`config.mk`:
```
export PLATFORM = sky130hd
export DESIGN_NAME = mio_bridge
export DESIGN_NICKNAME = d
export VERILOG_FILES = /design/src/rtl/mio_pkg.sv /design/src/rtl/mio_wait_cnt.sv /design/src/rtl/mio_bridge.sv
export SDC_FILE = /design/constraint.sdc
export NUM_CORES = 1
export LEC_CHECK = 0
export ABC_AREA = 1
export CELL_PAD_IN_SITES_DETAIL_PLACEMENT = 2
export CELL_PAD_IN_SITES_GLOBAL_PLACEMENT = 2
export CORE_ASPECT_RATIO = 0.9
export CORE_UTILIZATION = 32
export DETAILED_ROUTE_END_ITERATION = 7
export DONT_BUFFER_PORTS = 1
export PLACE_DENSITY_LB_ADDON = 0.1
export SLEW_MARGIN = 20
export SYNTH_ARGS = -nofsm -noshare
export SYNTH_HDL_FRONTEND = slang
export SYNTH_SLANG_ARGS = --single-unit
```
`constraint.sdc`:
```
create_clock -name clk -period 2 [get_ports clk]
set_input_delay 0 -clock clk [delete_from_list [all_inputs] [get_ports clk]]
set_output_delay 0 -clock clk [all_outputs]
set_load 0.1 [all_outputs]
```
`src/rtl/mio_pkg.sv`:
```
// Shared types, constants and the address-region decode for the memory/IO bridge.
package mio_pkg;

    typedef enum logic [1:0] {
        ST_IDLE     = 2'd0,
        ST_RAM_WAIT = 2'd1,
        ST_PERI_REQ = 2'd2,
        ST_DONE     = 2'd3
    } mio_state_e;

    localparam logic [31:0] BUS_ERR_DATA = 32'hDEAD_BEEF;
    localparam int unsigned CNT_W        = 8;

    function automatic logic is_peri_region(input logic [31:0] byte_addr, input logic [3:0] base);
        return (byte_addr[31:28] >= base);
    endfunction

endpackage

```
`src/rtl/mio_wait_cnt.sv`:
```
// Loadable down-counter with a terminal flag; times RAM latency and peripheral timeout.
module mio_wait_cnt #(
    parameter int unsigned W = 8
) (
    input  logic         clk,
    input  logic         reset,
    input  logic         load_i,
    input  logic [W-1:0] load_val_i,
    input  logic         dec_i,
    output logic         term_o
);

    localparam logic [W-1:0] ONE  = W'(1);
    localparam logic [W-1:0] ZERO = W'(0);

    logic [W-1:0] cnt_q;
    logic [W-1:0] cnt_d;

    // Next count: load wins, otherwise decrement and hold at zero.
    always_comb begin
        cnt_d = cnt_q;
        if (load_i) begin
            cnt_d = load_val_i;
        end else if (dec_i && (cnt_q != ZERO)) begin
            cnt_d = cnt_q - ONE;
        end else begin
            cnt_d = cnt_q;
        end
    end

    // Count register.
    always_ff @(posedge clk) begin
        if (reset) begin
            cnt_q <= ZERO;
        end else begin
            cnt_q <= cnt_d;
        end
    end

    assign term_o = (cnt_q == ONE);

endmodule

```
`src/rtl/mio_bridge.sv`:
```
// Memory/IO bridge: routes one CPU access at a time to on-chip RAM or the peripheral bus.
// Optional peripheral ack timeout enabled by defining MIO_TIMEOUT_EN.
import mio_pkg::*;

module mio_bridge #(
    parameter int unsigned RAM_LAT   = 2,
    parameter int unsigned ADDR_W    = 10,
    parameter logic [3:0]  PERI_BASE = 4'hE,
    parameter int unsigned TIMEOUT   = 255
) (
    input  logic              clk,
    input  logic              reset,
    input  logic              mem_r,
    input  logic              mem_w,
    input  logic              cpu_mio,
    input  logic [31:0]       addr,
    input  logic [31:0]       wdata,
    output logic [31:0]       rdata,
    output logic              mio_ready,
    output logic              ram_en,
    output logic              ram_we,
    output logic [ADDR_W-1:0] ram_addr,
    output logic [31:0]       ram_wdata,
    input  logic [31:0]       ram_rdata,
    output logic              peri_req,
    output logic              peri_we,
    output logic [31:0]       peri_addr,
    output logic [31:0]       peri_wdata,
    input  logic [31:0]       peri_rdata,
    input  logic              peri_ack,
    output logic              bus_err
);

    mio_state_e        state_q;
    logic              we_q;
    logic [31:0]       rdata_q;
    logic              mio_ready_q;
    logic              ram_en_q;
    logic              ram_we_q;
    logic [ADDR_W-1:0] ram_addr_q;
    logic [31:0]       ram_wdata_q;
    logic              peri_req_q;
    logic              peri_we_q;
    logic [31:0]       peri_addr_q;
    logic [31:0]       peri_wdata_q;
    logic              bus_err_q;

    logic              req_s;
    logic              peri_s;
    logic              load_s;
    logic              dec_s;
    logic              cnt_term_s;
    logic [CNT_W-1:0]  load_val_s;

    assign req_s  = cpu_mio & (mem_r | mem_w);
    assign peri_s = is_peri_region(addr, PERI_BASE);
    assign load_s = (state_q == ST_IDLE) && req_s;
    assign dec_s  = (state_q == ST_RAM_WAIT) || (state_q == ST_PERI_REQ);

    // Counter preload: fixed RAM latency or the peripheral ack budget.
    always_comb begin
        load_val_s = CNT_W'(RAM_LAT);
        if (peri_s) begin
            load_val_s = CNT_W'(TIMEOUT);
        end else begin
            load_val_s = CNT_W'(RAM_LAT);
        end
    end

    mio_wait_cnt #(
        .W (CNT_W)
    ) u_wait_cnt (
        .clk        (clk),
        .reset      (reset),
        .load_i     (load_s),
        .load_val_i (load_val_s),
        .dec_i      (dec_s),
        .term_o     (cnt_term_s)
    );

    // Transaction FSM with registered bus strobes and completion pulse.
    always_ff @(posedge clk) begin
        if (reset) begin
            state_q      <= ST_IDLE;
            we_q         <= 1'b0;
            rdata_q      <= 32'h0000_0000;
            mio_ready_q  <= 1'b0;
            ram_en_q     <= 1'b0;
            ram_we_q     <= 1'b0;
            ram_addr_q   <= {ADDR_W{1'b0}};
            ram_wdata_q  <= 32'h0000_0000;
            peri_req_q   <= 1'b0;
            peri_we_q    <= 1'b0;
            peri_addr_q  <= 32'h0000_0000;
            peri_wdata_q <= 32'h0000_0000;
            bus_err_q    <= 1'b0;
        end else begin
            mio_ready_q <= 1'b0;
            bus_err_q   <= 1'b0;
            case (state_q)
                ST_IDLE: begin
                    if (req_s) begin
                        // A simultaneous read and write resolves to the write.
                        we_q <= mem_w;
                        if (peri_s) begin
                            state_q      <= ST_PERI_REQ;
                            peri_req_q   <= 1'b1;
                            peri_we_q    <= mem_w;
                            peri_addr_q  <= addr;
                            peri_wdata_q <= wdata;
                        end else begin
                            state_q     <= ST_RAM_WAIT;
                            ram_en_q    <= 1'b1;
                            ram_we_q    <= mem_w;
                            ram_addr_q  <= addr[ADDR_W+1:2];
                            ram_wdata_q <= wdata;
                        end
                    end
                end
                ST_RAM_WAIT: begin
                    if (cnt_term_s) begin
                        if (!we_q) begin
                            rdata_q <= ram_rdata;
                        end
                        ram_en_q    <= 1'b0;
                        ram_we_q    <= 1'b0;
                        mio_ready_q <= 1'b1;
                        state_q     <= ST_DONE;
                    end
                end
                ST_PERI_REQ: begin
                    if (peri_ack) begin
                        if (!we_q) begin
                            rdata_q <= peri_rdata;
                        end
                        peri_req_q  <= 1'b0;
                        peri_we_q   <= 1'b0;
                        mio_ready_q <= 1'b1;
                        state_q     <= ST_DONE;
`ifdef MIO_TIMEOUT_EN
                    end else if (cnt_term_s) begin
                        if (!we_q) begin
                            rdata_q <= BUS_ERR_DATA;
                        end
                        peri_req_q  <= 1'b0;
                        peri_we_q   <= 1'b0;
                        mio_ready_q <= 1'b1;
                        bus_err_q   <= 1'b1;
                        state_q     <= ST_DONE;
`endif
                    end
                end
                ST_DONE: begin
                    state_q <= ST_IDLE;
                end
                default: begin
                    state_q <= ST_IDLE;
                end
            endcase
        end
    end

    assign rdata      = rdata_q;
    assign mio_ready  = mio_ready_q;
    assign ram_en     = ram_en_q;
    assign ram_we     = ram_we_q;
    assign ram_addr   = ram_addr_q;
    assign ram_wdata  = ram_wdata_q;
    assign peri_req   = peri_req_q;
    assign peri_we    = peri_we_q;
    assign peri_addr  = peri_addr_q;
    assign peri_wdata = peri_wdata_q;
`ifdef MIO_TIMEOUT_EN
    assign bus_err    = bus_err_q;
`else
    assign bus_err    = 1'b0;
`endif

endmodule

```
After elaboration in Yosys (flattened, before gate mapping)

Cells that the tools add are included.

Bits in registers: 154
Output and inout bits: 144
Bits of input ports: 134

Eq/ne operators: 11
Magnitude comparators: 1
Reduce and logical (&&, ||, !) cells: 16
Multiplexer cells: 30
Bitwise operators: 3
$add $sub $neg: 1

Operators with widths:

| cell                  | number |
|---|---|
| $mux W32              | 4 |
| $pmux W32 S2          | 1 |
| $mux W8               | 3 |
| $ne A2 B2 Y1 const B  | 7 |
| $mux W1               | 12 |
| $pmux W1 S2           | 5 |
| $reduce_and A3 Y1     | 3 |
| $eq A8 B1 Y1 const B  | 1 |
| $mux W2               | 4 |
| $pmux W2 S4           | 1 |
| $reduce_and A4 Y1     | 2 |
| $reduce_bool A2 Y1    | 4 |
| $reduce_bool A8 Y1    | 1 |
| $sub A8 B1 Y8 const B | 1 |
| $reduce_and A5 Y1     | 1 |
| $eq A2 B2 Y1 const B  | 2 |
| $ge A4 B4 Y1 const B  | 1 |
| $eq A2 B1 Y1 const B  | 1 |
| $logic_and A1 B1 Y1   | 2 |
| $logic_not A2 Y1      | 1 |
| $reduce_and A2 Y1     | 1 |
| $and A1 B1 Y1         | 1 |
| $logic_or A1 B1 Y1    | 1 |
| $not A1 Y1            | 1 |
| $or A1 B1 Y1          | 1 |

Logic depth before layout (Yosys ltp)

Gate-level depths: netlist of the first run.

Depth after elaboration: 5
Mapped depth: 10
Depth with buffers taken out: 10

Modules after synthesis

From an unflattened synthesis of the first run, not the netlist that was laid out.

Cells, all modules: 882
Area, all modules: 6337.3 µm²

By module, submodules not included:

| module       | instances | area an instance (µm²) | cells each |
|---|---|---|---|
| mio_bridge   | 1         | 5684.2                 | 775 |
| mio_wait_cnt | 1         | 653.1                  | 107 |

Least setup slack after synthesis of the first run

No wires, ideal clock.

Path kind: flip-flop to flip-flop
Start point: register state_q[0]
End point: register rdata_q[0], in the netlist rdata[0]
Library setup time: 65 ps
Buffers on the path: 2
Clock period less this slack: 1562 ps
Stages on the path, launching flop included: 11
Setup slack: 438 ps
Arrival time: 1497 ps
Cell sequence: dfxtp_1 > inv_1 > ha_1 > buf_2 > clkinv_2 > nand2_1 > a21oi_4 > o21a_4 > buf_6 > nor2_1 > nor2_1

Word-level cells in the longest chain between the ends: 3

Ends and longest elaborated chain:

| item                                                                | RTL line          | source |
|---|---|---|
| start: declaration                                                  | mio_bridge.sv:34  | `mio_state_e state_q;` |
| start signal: assignment                                            | mio_bridge.sv:84  | `state_q <= ST_IDLE;` |
| start signal: assignment                                            | mio_bridge.sv:106 | `state_q <= ST_PERI_REQ;` |
| start signal: assignment                                            | mio_bridge.sv:112 | `state_q <= ST_RAM_WAIT;` |
| $eq A2 B2 Y1 / $eq A2 B1 Y1 (equally long branches)                 | mio_bridge.sv:100 | `case (state_q)` |
| $ne A2 B2 Y1 (no line) / $reduce_bool A2 Y1 (equally long branches) | n/a               |  |
| $reduce_and A5 Y1 (no line)                                         | n/a               |  |
| end signal: assignment                                              | mio_bridge.sv:123 | `rdata_q <= ram_rdata;` |
| end signal: assignment                                              | mio_bridge.sv:134 | `rdata_q <= peri_rdata;` |
| end: declaration                                                    | mio_bridge.sv:36  | `logic [31:0] rdata_q;` |

Parallel ways exist; a longest one is shown, timed or not.
A chain may end at the register's enable or synchronous reset.

Final worst setup path of the first run

Start point: register state_q[1]
End point: register rdata_q[1], in the netlist rdata[1]

Same word-level chain as after synthesis.

==> impl_metrics.json, run 1 <==
{
  "place_ws_ns": 0.0650,
  "leakagePower_nw": 4.30,
  "critPathMostFrequentCell": "nor2_1",
  "grt_pass1_vias": 8128,
  "fmax_ghz": 0.513,
  "grt_pass1_wl_um": 47500,
  "grt_max_degree": 46,
  "ant_nets": 0,
  "synth_top_area_frac": 0.499,
  "yosys.cell_count.top_type": "nor2_1",
  "cp-start-kind": "register",
  "clock_latency_ns": 0.44,
  "ys.flop_type": "dfxtp_1",
  "yosys.area_share.simple": 0.318,
  "cts.sinks": 154,
  "critPathMaxStageDelay_ns": 0.35,
  "vias_per_cell": 5.26,
  "postSynth.asyncResetShare": 0,
  "synth_top_family_by_area": "simple AND/OR/NAND/NOR gates",
  "worstMarginPinSlew_ns": 0.604,
  "hp-class": "in -> reg",
  "synth-compound-area-share": 0.111,
  "cts-root-buf": "clkbuf_16",
  "io_pins": 278,
  "ys_seq_elements": 154,
  "hold_viol": 0,
  "synth-xor-area-share": 0,
  "start_util": 0.331,
  "place_congestion": 0.806,
  "die_height_um": 134,
  "avgSynthCellArea_um2": 7.20,
  "core_region_area_um2": 18600,
  "yosysSeqAreaShare": 0.499,
  "firstDrtPassIters": 5,
  "layout_min_cycle_time_ns": 1.95,
  "ys_top_cells_by_count": "312 x nor2_1, 154 x dfxtp_1, 129 x nand2_1, 114 x o21ai_0, 37 x nand4_1",
  "whs_path_depth": 4,
  "cp_slowest_cell": "ha_1",
  "fin_ws_ns": 0.0522,
  "maxSlewHeadroom": 0.598,
  "whs_ns": 0.0670,
  "num_rows": 47,
  "drt-total-wl_um": 33300,
  "syn_nets": 998,
  "track_usage": 0.316,
  "crit_chain": "inv_1 -> ha_1 -> nand2_1 -> a21oi_4 -> buf_12 -> o21a_4 -> nor2_1 -> nor2_1",
  "drc": 0,
  "area_growth_pct": 52.8,
  "clock_skew_ns": 0.0122,
  "cts.reportedPaths.clkPinSlew_ns": 0.07,
  "die_area_um2": 19900,
  "synthAdderAreaFrac": 0.0122,
  "die_w_um": 148,
  "antenna_found_initial": 3,
  "synth_largest_area_cell": "dfxtp_1",
  "muxShareOfSynthArea": 0,
  "synth_area_leaders": "dfxtp_1 50%, nor2_1 19%, o21ai_0 9.2%, nand2_1 7.8%, nand4_1 3.7%",
  "utilization": 0.506,
  "synth_area_um2": 6180,
  "vias": 7216,
  "ys_types": 28,
  "post-route-period-util": 0.974,
  "wire_per_inst_um": 24.2,
  "dp_hpwl_um": 16300,
  "synthCells": 858,
  "placedCellCount": 1205,
  "overflow": 0,
  "cts_tree": "done",
  "port_buffers": 0,
  "drt_iter0_markers": 263,
  "critPathArrivalTime_ns": 2.29,
  "finalSetupTns_ns": 0,
  "cts_buffers": 17,
  "drive_gt1_frac": 0.186,
  "slew_violations": 0,
  "stdcell_count": 1373,
  "htreeDepth": 4,
  "yosysWarnings": 0,
  "r2r.worst_path.cells": 8,
  "synth_edf_count": 0,
  "vdd_drop_max_mv": 0.697,
  "crit_fanout": 16,
  "setup_viol": 0,
  "status": "finished, final reports clean",
  "required_ns": 2.34,
  "final_nets": 1252,
  "clk_path_buf_depth": 2,
  "powerDensity_nw_per_um2": 1720,
  "path_class": "reg -> reg",
  "maxCapViolations": 0,
  "cp-end-kind": "register"
}
[cells by family (layout without fill, tap and decap cells)]
group                      after synthesis  after routing
AOI/OAI and AO/OA                      130            132
adders and majority gates                6              6
buffers and inverters                   77            342
DFF                                    154            154
other                                    1              4
and+or+nand+nor                        490            490
[routing by layer]
metal / part of all wire / track usage
met2: 0.54 / 0.608
met3: 0.060 / 0.0847
met4: 0.036 / 0.139
met5: 0 / 0
met1: 0.36 / 0.314
[critical path: cells and delay by family, from the launching register on]
family / cells / cell delay, ns
and+or+nand+nor: 3 / 0.43
AOI/OAI and AO/OA: 2 / 0.46
adders and majority gates: 1 / 0.35
DFF: 1 / 0.33
buffers and inverters: 2 / 0.29
[layout by cell type (no fill, tap or decap), types with 5 or more instances in the layout]
master | synthesis | routed
a21oi_1 | 10 | 10
buf_12 | 0 | 8
buf_4 | 4 | 150
clkbuf_16 | 0 | 18
clkinvlp_4 | 0 | 5
dfxtp_1 | 154 | 154
dlygate4sd3_1 | 0 | 129
inv_1 | 16 | 16
inv_6 | 0 | 5
nand2_1 | 129 | 129
nand3_1 | 7 | 7
nand4_1 | 37 | 37
nor2_1 | 312 | 311
o21ai_0 | 114 | 114
[flip-flops by register name, summed over array words and instances, names as in the netlist]
signal,count
mio_ready,1
peri_addr,32
peri_req,1
peri_wdata,32
peri_we,1
ram_addr,10
ram_en,1
ram_wdata,32
ram_we,1
rdata,32
state_q,2
u_wait_cnt.cnt_q,8
we_q,1
[final cells by class]
cell class / count / area [um2]
Antenna cell: 3 / 7.51
Clock buffer: 18 / 439
Clock inverter: 14 / 136
Fill cell: 2055 / 9210
Inverter: 22 / 85.1
Multi-Input combinational cell: 629 / 2780
Sequential cell: 154 / 3080
Tap cell: 245 / 307
Timing Repair Buffer: 288 / 2600
[stage by stage]
step | total power, mW | area [um2]
after floorplan | 10.4 | 6180
after global placement | 11.8 | 7480
after detailed placement | 12.1 | 7480
after CTS | 15.6 | 9350
after global routing | 16.8 | 9440
final | 16.3 | 9440
[worst paths after layout]
path / slack (ns) / end / startpoint
worst min register to register: 0.48 / peri_we$_SDFFE_PP0P_ / peri_we$_SDFFE_PP0P_
worst max-delay path: 0.05 / rdata[1]$_SDFFE_PP0P_ / state_q[1]$_SDFFE_PP0P_
worst max register to register: 0.05 / rdata[1]$_SDFFE_PP0P_ / state_q[1]$_SDFFE_PP0P_
worst min-delay path: 0.07 / ram_en$_SDFFE_PP0P_ / cpu_mio
[report_power, final]
group / total [mW] / internal, mW / switching [mW]
registers: 4.10 / 3.72 / 0.377
clock network: 3.26 / 1.77 / 1.49
logic: 8.89 / 1.90 / 6.99
total: 16.3 / 7.40 / 8.86
[what timing repair did]
action	4_1_cts	5_1_grt
hold endpoints to repair	145	0
endpoints found under the setup margin	0	83
setup buffers	0	1
gates resized for setup	0	4
hold buffers	129	0
(Power assumes the default switching activity.)
==> run 2: changes to the inputs <==
Settings changed: CORE_MARGIN set to 3, CORE_UTILIZATION 32 to 33, SYNTH_HIERARCHICAL set to 1.
==> impl_metrics.json, run 2 <==
{
  "place_area_um2": 7600,
  "core_region_area_um2": 18600,
  "required_ns": 2.32,
  "crit_fanout": 32,
  "place_congestion": 0.798,
  "fill_cells": 2039,
  "hold_viol": 0,
  "yosys.cell_count.top_type": "nor2_1",
  "finalSetupTns_ns": 0,
  "die_height_um": 137,
  "hp-start": "reset",
  "cts_setup_buffers": 0,
  "synth_area_um2": 6340,
  "synthCells": 882,
  "ys_top_cells_by_count": "311 x nor2_1, 154 x dfxtp_1, 145 x nand2_1, 100 x o21ai_0, 41 x o21ai_1",
  "grt_setup_unrepaired": "true",
  "layout_min_cycle_time_ns": 1.95,
  "cts-root-buf": "clkbuf_16",
  "track_usage": 0.323,
  "start_util": 0.340,
  "vias_per_cell": 5.27,
  "clock_latency_ns": 0.44,
  "synth_edf_count": 0,
  "r2r_setup_slack_ns": 0.05,
  "synth_area_leaders": "dfxtp_1 49%, nor2_1 18%, nand2_1 8.6%, o21ai_0 7.9%, o21ai_1 3.2%",
  "critPathMaxStageDelay_ns": 0.33,
  "overflow": 0,
  "vias": 7402,
  "layout_commonest_cell": "nor2_1",
  "fmax_ghz": 0.512,
  "port_buffers": 0,
  "dp_hpwl_um": 17900,
  "io_pins": 278,
  "ys_types": 29,
  "clock_skew_ns": 0.0174,
  "synth_largest_area_cell": "dfxtp_1",
  "worstMarginPinSlew_ns": 0.607,
  "critPathArrivalTime_ns": 2.27,
  "stdcell_area_um2": 9490,
  "powerDensity_nw_per_um2": 1630,
  "avgSynthCellArea_um2": 7.19,
  "cts_tree": "done",
  "cp-start-kind": "register",
  "syn_nets": 1023,
  "post-route-period-util": 0.976,
  "die_area_um2": 20900,
  "cp-startpoint": "u_wait_cnt/cnt_q[1]$_SDFFE_PP0P_",
  "ant_nets": 0,
  "clk_path_buf_depth": 2,
  "multi_input_area_um2": 2840,
  "slew_violations": 0,
  "yosysSeqAreaShare": 0.486,
  "crit_chain": "inv_1 -> ha_1 -> nand2_1 -> nor2_1 -> nand2_1 -> o21ai_1 -> nand2_2 -> buf_6 -> o21ai_0 -> nor2_1",
  "drc": 0,
  "ys.flop_type": "dfxtp_1",
  "synth_top_area_frac": 0.486,
  "setup_viol": 0,
  "drive_gt1_frac": 0.191,
  "vdd_drop_max_mv": 0.809,
  "ys_seq_elements": 154,
  "reg2reg_from": "u_wait_cnt/cnt_q[1]$_SDFFE_PP0P_",
  "cts_buffers": 17,
  "regArea_um2": 3080,
  "cp-end-kind": "register",
  "postSynth.asyncResetShare": 0,
  "wire_per_inst_um": 24.8,
  "die_w_um": 152,
  "grt_pass1_wl_um": 51900,
  "path_class": "reg -> reg",
  "cp_slowest_cell": "dfxtp_1",
  "mostFrequentLayoutCells": "308 x nor2_1, 155 x buf_4, 154 x dfxtp_1, 145 x nand2_1, 129 x dlygate4sd3_1",
  "maxSlewHeadroom": 0.594,
  "cts.sinks": 154,
  "drt-total-wl_um": 34800,
  "grt_pass1_vias": 8545,
  "drt_iter0_markers": 302,
  "cts.reportedPaths.clkPinSlew_ns": 0.08,
  "yosysWarnings": 6,
  "htreeDepth": 4,
  "status": "finished, final reports clean",
  "maxCapViolations": 0,
  "whs_ns": 0.0416,
  "leakagePower_nw": 4.22,
  "hp-class": "in -> reg",
  "grt_max_degree": 87,
  "area_growth_pct": 49.8,
  "antenna_found_initial": 6,
  "firstDrtPassIters": 4,
  "final_nets": 1281,
  "num_rows": 47
}
==> run 2: cell count changes after synthesis, sizes merged, moves of 2 or more <==
cell and delta:
nand3 +9, clkbuf +7, inv +4, o21ai +28, a21oi -2, nand2 +20
buf -10, nand4 -31
==> run 2: worst paths after layout <==
kind	to	depth (start not counted)
min reg2reg	ram_wdata[1]$_SDFFE_PP0P_	2
max reg2reg	rdata[17]$_SDFFE_PP0P_	10
min	state_q[1]$_SDFFE_PP0P_	4
max	rdata[17]$_SDFFE_PP0P_	10
==> run 2: worst max-delay path, delay by kind of cell, from the launching register on <==
kind	cells	cell delay (ns)
simple gates	5	0.60
fa+ha+maj	1	0.19
buf+inv	2	0.33
compound gates	2	0.39
flops	1	0.33
==> run 2: routing by layer <==
layer  global-route usage  wire length [um]
met1                0.321             12400
met2                0.608             18700
met3               0.0952              2080
met4                0.179              1690
met5                    0                 0
==> run 2: cell type report <==
| class | instances | share of cell area |
|---|---|---|
| clock inverters | 15 | 0.0140 |
| repair buffers | 291 | 0.272 |
| flip-flops and latches | 154 | 0.325 |
| clock buffers | 17 | 0.0448 |
| inverters | 25 | 0.0108 |
| multi-input cells | 651 | 0.299 |
| well taps | 245 | 0.0323 |
| diodes | 6 | 0.00158 |
==> run 2: power by group <==
group | total [mW] | leakage (nW) | switching, mW | internal, mW
clock network | 3.16 | 0.273 | 1.52 | 1.64
registers | 4.03 | 1.26 | 0.365 | 3.67
logic | 8.31 | 2.69 | 6.56 | 1.76
==> run 2: logic make-up after synthesis <==
family                     synth area share
and+or+nand+nor                       0.304
AOI/OAI and AO/OA                     0.126
DFF                                   0.486
buffers and inverters                0.0679
adders and majority gates            0.0138
other                               0.00119
==> run 2: repair_timing <==
item	CTS	global route
setup endpoints to repair	0	75
resized for setup	0	21
endpoints found under the hold margin	152	0
hold buffers	129	0
==> run 2: metrics by stage <==
step / util / setup WS [ns] / power (mW) / std cells
floorplan: - / 0.472 / 9.90 / 882
global placement: 0.408 / 0.293 / 11.3 / 1237
detailed placement: 0.408 / 0.148 / 11.6 / 1237
CTS: 0.507 / 0.136 / 15.0 / 1398
global route: 0.509 / -0.0353 / 16.2 / 1404
finish: 0.509 / 0.0487 / 15.5 / 1404
==> run 3: changes to the inputs <==
Settings changed: ABC_AREA 1 to unset, CORE_UTILIZATION 33 to 37, PLACE_DENSITY set to 0.87, PLACE_DENSITY_LB_ADDON 0.1 to unset, SLEW_MARGIN 20 to 10.
==> impl_metrics.json, run 3 <==
{
  "grt_max_degree": 150,
  "hold_viol": 143,
  "drt-total-wl_um": 31700,
  "cts.reportedPaths.clkPinSlew_ns": 0.07,
  "synth-xor-area-share": 0.00477,
  "vdd_drop_max_mv": 0.612,
  "fin_ws_ns": -0.205,
  "die_height_um": 140,
  "synth_top_area_frac": 0.420,
  "mostFrequentLayoutCells": "168 x buf_4, 151 x dfxtp_1, 102 x o21ai_0, 56 x a21oi_1, 53 x nand3_1",
  "cp_slowest_cell": "or4_4",
  "ys_types": 55,
  "synth-compound-area-share": 0.229,
  "start_util": 0.380,
  "clock_latency_ns": 0.44,
  "vias_per_cell": 5.92,
  "r2r.worst_path.cells": 7,
  "synth_largest_area_cell": "dfxtp_1",
  "yosys.area_share.simple": 0.191,
  "stdcell_count": 1180,
  "track_usage": 0.270,
  "htreeDepth": 4,
  "port_buffers": 0,
  "grt_setup_unrepaired": "true",
  "wire_per_inst_um": 26.8,
  "layout_commonest_cell": "buf_4",
  "core_region_area_um2": 19300,
  "synth_area_um2": 7350,
  "final_nets": 1057,
  "status": "finished, violations left",
  "io_pins": 278,
  "synth_edf_count": 0,
  "cts-root-buf": "clkbuf_16",
  "path_class": "reg -> reg",
  "yosysWarnings": 6,
  "leakagePower_nw": 3.43,
  "cp-start-kind": "register",
  "ys_top_cells_by_count": "154 x dfxtp_1, 102 x o21ai_0, 57 x a21oi_1, 54 x nand3_1",
  "num_rows": 48,
  "r2r_setup_slack_ns": -0.21,
  "ys_seq_elements": 154,
  "overflow": 0,
  "hp-class": "in -> reg",
  "placedCellCount": 1121,
  "powerDensity_nw_per_um2": 1300,
  "cp-end-kind": "register",
  "yosysSeqAreaShare": 0.420,
  "antenna_found_initial": 1,
  "drc": 0,
  "dp_hpwl_um": 19600,
  "place_congestion": 0.853,
  "synthCells": 785,
  "cp-startpoint": "u_wait_cnt/cnt_q[3]$_SDFFE_PP0P_",
  "cts.sinks": 154,
  "maxCapViolations": 0,
  "multi_input_area_um2": 4200,
  "reg2reg_from": "u_wait_cnt/cnt_q[3]$_SDFFE_PP0P_",
  "layout_min_cycle_time_ns": 2.21,
  "ant_nets": 0,
  "slew_violations": 0,
  "die_area_um2": 21600,
  "cts_tree": "done",
  "die_w_um": 155,
  "utilization": 0.516,
  "post-route-period-util": 1.10,
  "cts_hold_buffers": 16,
  "worstMarginPinSlew_ns": 0.785,
  "clock_skew_ns": 0.00822,
  "synth_top_family_by_area": "compound AO/OA/AOI/OAI gates",
  "violations": "negative hold slack, negative setup slack",
  "fill_cells": 1951,
  "r2r-end": "rdata[31]$_SDFFE_PP0P_",
  "muxShareOfSynthArea": 0.0618,
  "cts_buffers": 17,
  "regArea_um2": 3090,
  "synth_area_leaders": "dfxtp_1 42%, o21ai_0 6.9%, nand3_2 6.8%, a21oi_2 6.0%, mux2_2 5.1%",
  "critPathArrivalTime_ns": 2.51,
  "critPathMaxStageDelay_ns": 0.56,
  "maxSlewHeadroom": 0.477,
  "avgSynthCellArea_um2": 9.36,
  "firstDrtPassIters": 4,
  "fmax_ghz": 0.454,
  "yosys.cell_count.top_type": "dfxtp_1",
  "endpoint": "rdata[31]$_SDFFE_PP0P_",
  "ys.flop_type": "dfxtp_1",
  "postSynth.asyncResetShare": 0,
  "drt_iter0_markers": 299,
  "crit_fanout": 8,
  "grt_pass1_vias": 7648,
  "synthAdderAreaFrac": 0.0119,
  "whs_ns": -0.360,
  "vias": 6987,
  "grt_pass1_wl_um": 45900,
  "required_ns": 2.31,
  "area_growth_pct": 35.9,
  "setup_viol": 32,
  "crit_chain": "or4_4 -> nor4b_4 -> buf_6 -> mux2i_4 -> clkbuf_16 -> nor4_2 -> nor3_1",
  "syn_nets": 926,
  "drive_gt1_frac": 0.463,
  "clk_path_buf_depth": 2
}
==> run 3: cell count changes in the layout (fill, tap and decap cells not counted), moves of 32 or more <==
cell,change
nor2_1,-300
mux2_2,+32
a21oi_2,+51
nand3_1,+37
dlygate4sd3_1,-113
nand3_2,+49
a21oi_1,+47
nand2_1,-133
o21ai_1,-49
==> run 3: worst min-delay path by stage <==
stage / to / startpoint / depth (start not counted)
detailed placement: peri_addr[21]$_SDFFE_PP0P_ / reset / 1
floorplan: peri_addr[0]$_SDFFE_PP0P_ / addr[0] / 2
finish: peri_addr[22]$_SDFFE_PP0P_ / reset / 1
CTS: peri_addr[21]$_SDFFE_PP0P_ / reset / 1
global placement: peri_addr[21]$_SDFFE_PP0P_ / reset / 1
global route: rdata[25]$_SDFFE_PP0P_ / reset / 1
==> run 3: layout make-up <==
| class | instances | share of cell area |
|---|---|---|
| timing repair buffer | 202 | 0.176 |
| sequential | 154 | 0.309 |
| tap | 250 | 0.0313 |
| inverter | 13 | 0.00601 |
| clock buffer | 18 | 0.0430 |
| multi-input combinational | 528 | 0.421 |
| antenna | 1 | 0.000251 |
| clock inverter | 14 | 0.0138 |
==> run 3: report_power, final <==
group          leakage [nW]  switching (mW)  internal, mW
Combinational          1.92            4.27          1.74
Clock                 0.260            1.49          1.74
Sequential             1.25           0.269          3.43
Total                  3.43            6.03          6.91
==> run 3: through the flow <==
| step | instance area (um2) | worst slack (ns) | power, mW | TNS, ns |
|---|---|---|---|---|
| floorplan | 7530 | -0.0726 | 7.86 | -1.68 |
| global placement | 8760 | -0.122 | 8.69 | -1.89 |
| detailed placement | 8760 | -0.286 | 9.03 | -5.87 |
| CTS | 9690 | -0.131 | 12.6 | -3.13 |
| global route | 9990 | -0.297 | 13.4 | -5.27 |
| finish | 9990 | -0.205 | 12.9 | -2.83 |
==> run 3: logic make-up (layout without fill, tap and decap cells) <==
logic type,Yosys count,in the layout
AO/OA/AOI/OAI,267,267
AND/OR/NAND/NOR,207,207
flip-flops,154,154
buffers and inverters,103,247
multiplexers,41,41
adder cells (fa/ha/maj),7,7
XOR/XNOR,4,4
other,2,3
==> run 3: per-layer routing <==
metal | global-route usage | part of all wire | vias up
li1 | - | - | 3128
met1 | 0.291 | 0.38 | 3538
met2 | 0.493 | 0.52 | 258
met3 | 0.0883 | 0.066 | 63
met4 | 0.0920 | 0.029 | 0
met5 | 0 | 0 | -
==> run 3: critical path, delay by kind of cell, from the launching register on <==
kind,cells,cell delay (ns)
muxes,1,0.12
DFF,1,0.32
and+or+nand+nor,4,1.25
buffers and inverters,2,0.39
==> run 3: timing repair <==
| action | 4_1_cts | 5_1_grt |
|---|---|---|
| pin swaps | 6 | 22 |
| hold endpoints to repair | 154 | 143 |
| resized for setup | 27 | 36 |
| cloned | 1 | 3 |
| setup endpoints to repair | 62 | 63 |
| setup buffers | 2 | 5 |
